## config.mk

```make
export PLATFORM = sky130hd
export DESIGN_NAME = control_fsm
export DESIGN_NICKNAME = d
export VERILOG_FILES = /design/src/rtl/control_fsm.sv
export SDC_FILE = /design/constraint.sdc
export NUM_CORES = 1
export LEC_CHECK = 0
export CORE_ASPECT_RATIO = 1.5
export CORE_MARGIN = 1
export CORE_UTILIZATION = 44
export DETAILED_ROUTE_END_ITERATION = 10
export PLACE_DENSITY_LB_ADDON = 0.08
export SLEW_MARGIN = 10
export SYNTH_ARGS = -nofsm -noshare
export SYNTH_HDL_FRONTEND = slang
export SYNTH_SLANG_ARGS = --single-unit
```

## constraint.sdc

```tcl
create_clock -name clk -period 1.6 [get_ports clk]
set_input_delay 0.16 -clock clk [delete_from_list [all_inputs] [get_ports clk]]
set_output_delay 0.16 -clock clk [all_outputs]
set_load 0.02 [all_outputs]
```

## src/rtl/control_fsm.sv

```systemverilog
// LC-3b multicycle control unit: fetch/decode/execute sequencer with datapath selects,
// register enables and a per-access memory timeout that parks the FSM in a sticky fault.
module control_fsm #(
  parameter int unsigned MEM_TIMEOUT = 255,
  parameter int unsigned CNT_W       = 8
) (
  input  logic       clk,
  input  logic       reset,
  input  logic [3:0] opcode,
  input  logic       imm_check,
  input  logic       branch_enable,
  input  logic       mem_resp,
  output logic       load_pc,
  output logic       load_ir,
  output logic       load_mar,
  output logic       load_mdr,
  output logic       load_regfile,
  output logic       load_cc,
  output logic       mem_read,
  output logic       mem_write,
  output logic       pcmux_sel,
  output logic       sr2mux_sel,
  output logic       addr1mux_sel,
  output logic       marmux_sel,
  output logic       mdrmux_sel,
  output logic       regfilemux_sel,
  output logic [1:0] addr2mux_sel,
  output logic [2:0] aluop,
  output logic       insn_done,
  output logic       illegal_op,
  output logic       mem_fault
);

  localparam logic [3:0] OpBr  = 4'b0000;
  localparam logic [3:0] OpAdd = 4'b0001;
  localparam logic [3:0] OpAnd = 4'b0101;
  localparam logic [3:0] OpLdr = 4'b0110;
  localparam logic [3:0] OpStr = 4'b0111;
  localparam logic [3:0] OpNot = 4'b1001;

  localparam logic [2:0] AluAdd  = 3'd0;
  localparam logic [2:0] AluAnd  = 3'd1;
  localparam logic [2:0] AluNot  = 3'd2;
  localparam logic [2:0] AluPass = 3'd3;

  localparam logic [CNT_W-1:0] TimeoutVal = CNT_W'(MEM_TIMEOUT);

  typedef enum logic [3:0] {
    StFetch1, StFetch2, StFetch3, StDecode, StAlu, StCalcAddr,
    StLdr1, StLdr2, StStr1, StStr2, StBr, StFault
  } state_t;

  state_t           r_state;
  logic [CNT_W-1:0] r_cnt;
  logic [3:0]       r_op;
  logic             w_timeout;
  logic             w_legal;

  assign w_timeout = (r_cnt == TimeoutVal);

  always_comb begin
    w_legal = 1'b0;
    case (opcode)
      OpAdd, OpAnd, OpNot, OpLdr, OpStr, OpBr: w_legal = 1'b1;
      default:                                 w_legal = 1'b0;
    endcase
  end

  // Counter is cleared by the state preceding each wait state, so it reads 0 on entry.
  always_ff @(posedge clk or posedge reset) begin
    if (reset) begin
      r_state <= StFetch1;
      r_cnt   <= '0;
      r_op    <= '0;
    end else begin
      unique case (r_state)
        StFetch1: begin
          r_cnt   <= '0;
          r_state <= StFetch2;
        end
        StFetch2: begin
          if (mem_resp)       r_state <= StFetch3;
          else if (w_timeout) r_state <= StFault;
          else                r_cnt   <= r_cnt + 1'b1;
        end
        StFetch3: r_state <= StDecode;
        StDecode: begin
          r_op <= opcode;
          case (opcode)
            OpAdd, OpAnd, OpNot: r_state <= StAlu;
            OpLdr, OpStr:        r_state <= StCalcAddr;
            OpBr:                r_state <= StBr;
            default:             r_state <= StFetch1;
          endcase
        end
        StAlu: r_state <= StFetch1;
        StCalcAddr: begin
          r_cnt   <= '0;
          r_state <= (r_op == OpLdr) ? StLdr1 : StStr1;
        end
        StLdr1: begin
          if (mem_resp)       r_state <= StLdr2;
          else if (w_timeout) r_state <= StFault;
          else                r_cnt   <= r_cnt + 1'b1;
        end
        StLdr2: r_state <= StFetch1;
        StStr1: begin
          r_cnt   <= '0;
          r_state <= StStr2;
        end
        StStr2: begin
          if (mem_resp)       r_state <= StFetch1;
          else if (w_timeout) r_state <= StFault;
          else                r_cnt   <= r_cnt + 1'b1;
        end
        StBr:    r_state <= StFetch1;
        StFault: r_state <= StFault;
        default: r_state <= StFetch1;
      endcase
    end
  end

  // Outputs decode from the current state; load_mdr follows mem_resp in the same cycle.
  always_comb begin
    load_pc        = 1'b0;
    load_ir        = 1'b0;
    load_mar       = 1'b0;
    load_mdr       = 1'b0;
    load_regfile   = 1'b0;
    load_cc        = 1'b0;
    mem_read       = 1'b0;
    mem_write      = 1'b0;
    pcmux_sel      = 1'b0;
    sr2mux_sel     = 1'b0;
    addr1mux_sel   = 1'b0;
    marmux_sel     = 1'b0;
    mdrmux_sel     = 1'b0;
    regfilemux_sel = 1'b0;
    addr2mux_sel   = 2'b00;
    aluop          = AluPass;
    insn_done      = 1'b0;
    illegal_op     = 1'b0;
    mem_fault      = 1'b0;
    unique case (r_state)
      StFetch1: begin
        load_mar = 1'b1;
        load_pc  = 1'b1;
      end
      StFetch2: begin
        mem_read = 1'b1;
        load_mdr = mem_resp;
      end
      StFetch3: load_ir = 1'b1;
      StDecode: illegal_op = ~w_legal;
      StAlu: begin
        load_regfile = 1'b1;
        load_cc      = 1'b1;
        insn_done    = 1'b1;
        case (r_op)
          OpAdd: begin
            aluop      = AluAdd;
            sr2mux_sel = imm_check;
          end
          OpAnd: begin
            aluop      = AluAnd;
            sr2mux_sel = imm_check;
          end
          default: aluop = AluNot;
        endcase
      end
      StCalcAddr: begin
        addr1mux_sel = 1'b1;
        addr2mux_sel = 2'b01;
        marmux_sel   = 1'b1;
        load_mar     = 1'b1;
      end
      StLdr1: begin
        mem_read   = 1'b1;
        mdrmux_sel = 1'b1;
        load_mdr   = mem_resp;
      end
      StLdr2: begin
        regfilemux_sel = 1'b1;
        load_regfile   = 1'b1;
        load_cc        = 1'b1;
        insn_done      = 1'b1;
      end
      StStr1: load_mdr = 1'b1;
      StStr2: begin
        mem_write = 1'b1;
        insn_done = mem_resp;
      end
      StBr: begin
        insn_done = 1'b1;
        if (branch_enable) begin
          addr2mux_sel = 2'b10;
          pcmux_sel    = 1'b1;
          load_pc      = 1'b1;
        end
      end
      StFault: mem_fault = 1'b1;
      default: ;
    endcase
  end

endmodule

```

==> flow_summary.json <==
{
  "p_per_area_nw_per_um2": 1630,
  "pwr-share-clk_pct": 6.1,
  "cp-end-kind": "flop",
  "switching_power_uw": 1500,
  "fin_ws_ns": -0.187,
  "critPathKind": "reg -> reg",
  "status": "finished, violations left",
  "max_freq_mhz": 560,
  "hold_viol_final": 0,
  "overflow": 0,
  "place_ws_ns": -0.363,
  "crit_fanout": 6,
  "power_frac_seq_pct": 18.4,
  "firstDrtPassIters": 4,
  "critPathRequiredTime_ns": 1.76,
  "drt_wl_total_mm": 4.31,
  "grt_pass1_wl_mm": 5.82,
  "synthFlopType": "dfrtp_1",
  "synth_top_area_share_pct": 33.3,
  "drt-wirelength-per-cell_um": 16.9,
  "maxSlewViolCount": 0,
  "top_level_ports": 31,
  "n_antenna_cell": 0,
  "die_w_um": 44.7,
  "start_util_pct": 47.5,
  "skew_ns": 0.0106,
  "gp_congestion": 0.955,
  "pwr-share-comb_pct": 75.5,
  "drtAntennaViolNets": 0,
  "period_share_pct": 112,
  "drive_above_1_share_pct": 57.1,
  "synth_edf_count": 0,
  "crit_slowest_cell": "dfrtp_2",
  "std_cell_rows": 22,
  "power.leakage_uw": 0.000937,
  "vdd_drop_max_uv": 969,
  "post-dp-hpwl_mm": 2.69,
  "yosys.area.top_type": "dfrtp_1",
  "numPortBuffers": 29,
  "final_cell_mix": "54 x buf_4, 15 x buf_6, 14 x dfrtp_1",
  "synthesis.area_um2": 1200,
  "rsz0062_at_grt": "yes",
  "antenna_found_initial": 0,
  "whs_ns": 0.246,
  "fin_crit_ns": 1.79,
  "cp_slowest_stage_delay_ns": 0.47,
  "violations": "setup timing",
  "r2r_start": "r_state[0]",
  "synth_nets": 153,
  "nFillCells": 153,
  "routed-via-count": 1480,
  "tightest_slew_ns": 0.613,
  "track_usage_pct": 26.5,
  "post_dp_cell_area_um2": 1800,
  "cts_root_buf": "clkbuf_4",
  "ys_warn_count": 0,
  "ctsHtreeMaxLevel": 1,
  "max-slew-margin-rel_pct": 59.1,
  "r2r_cells": 7,
  "p_int_uw": 1980,
  "netlist_instances": 143,
  "cts_made_buffers": 3,
  "grt_max_degree": 17,
  "finalSetupViolCount": 25,
  "viasPerCell": 5.80,
  "cts_num_sinks": 16,
  "drv_cap": 0,
  "core_area_um2": 2530,
  "synth.distinct_cells": 48,
  "cts.hold.buffers_added": 0,
  "yosysSeqAreaShare_pct": 33.3,
  "cp_common_cell": "buf_6",
  "synth_seq_cells": 16,
  "drc": 0,
  "die_y_um": 66.1,
  "path_cells": "buf_6, nor3b_4, buf_6, buf_4, nor2_4, nor2_1, a221o_1",
  "syn_avg_cell_area_um2": 8.42,
  "clockBufferDepth": 2,
  "final_cell_area_um2": 2130,
  "start_kind": "flop",
  "die_area_um2": 2950,
  "nets": 231,
  "crit_start": "r_state[0]",
  "area_growth_pct": 77.2,
  "drt-initial-drc-count": 70,
  "swShare_pct": 43.2,
  "arrival_ns": 1.95,
  "async_flop_share_pct": 100,
  "hold_class": "in -> async",
  "synth_area_leaders": "dfrtp_1 33%, nor2_1 4.7%, mux2_2 3.7%, buf_4 3.1%, a21oi_1 2.9%",
  "final_common_cell": "buf_4",
  "insertion_delay_ns": 0.29,
  "clkTransAtPathRegs_ns": 0.09,
  "power.total_uw": 3490,
  "cts_tree": "built",
  "grt_pass1_vias": 1334
}
## final timing paths
kind,to,slack [ns]
setup / recovery,r_state[3],-0.19
hold reg to reg,r_cnt[7],0.50
setup reg to reg,r_state[3],-0.19
min in group clk,r_cnt[7],0.50
max in group asynchronous,r_state[2],0.93
hold / removal,r_cnt[1],0.25
## cells in the mapped netlist, types with 4 or more instances
master / instances
clkbuf_1: 5
buf_4: 5
nand2b_1: 5
inv_1: 8
mux2_2: 4
o31ai_1: 4
dfrtp_1: 16
nor3_1: 4
nand3_1: 5
nand2_1: 7
a21oi_1: 7
nor2_1: 15
## cells by family after synthesis
family	Yosys count	share of synthesized area, %
adders and majority gates	1	1.04
DFF	16	33.3
muxes	5	4.57
and+or+nand+nor	60	28.2
other	1	0.312
AOI/OAI and AO/OA	41	25.1
buffers and inverters	19	7.59
## metal layers
metal | up-vias | global-route usage, % | routed length, um | part of all wire, %
met5 | - | 0 | 0 | 0
met4 | 0 | 13.3 | 157 | 3.6
met3 | 18 | 0.273 | 145 | 3.4
met2 | 54 | 50.6 | 2380 | 55
met1 | 715 | 28.7 | 1630 | 38
li1 | 693 | - | - | -
## cell type report
cell class                 count  area [um^2]  share of cell area (%)
timing repair buffer          84          704                    33.0
multi-input combinational    108          928                    43.5
sequential                    16          403                    18.9
clock buffer                   3         22.5                    1.06
inverter                       8         30.0                    1.41
tap                           36         45.0                    2.11
## flip-flops by register name, summed over array words and instances (netlist names)
register  cells
r_state       4
r_op          4
r_cnt         8
## metrics by stage
| step | utilization [%] | TNS [ns] | cells |
|---|---|---|---|
| floorplan | - | -0.00322 | 143 |
| global placement | 71.2 | -4.08 | 237 |
| detailed placement | 71.2 | -5.28 | 237 |
| CTS | 74.6 | -0.816 | 250 |
| global route | 84.2 | -2.85 | 255 |
| finish | 84.2 | -1.65 | 255 |
## power by group through the flow
stage / sequential, uW / combinational [uW] / clock [uW]
global placement: 602 / 1910 / 0
finish: 642 / 2630 / 212
CTS: 619 / 2180 / 208
floorplan: 604 / 1070 / 0
detailed placement: 612 / 1950 / 0
global route: 650 / 2780 / 230
## critical path: cells and delay by family (launching register included)
kind | cells | cell delay, ns
AOI/OAI and AO/OA | 1 | 0.36
buffers and inverters | 3 | 0.41
DFF | 1 | 0.47
and+or+nand+nor | 3 | 0.41
## what timing repair did
| item | CTS | global route |
|---|---|---|
| pin swaps | 5 | 7 |
| setup buffers | 10 | 4 |
| gates resized for setup | 114 | 45 |
| endpoints found under the setup margin | 30 | 27 |
| cloned | 0 | 1 |
(Power assumes the default switching activity.)
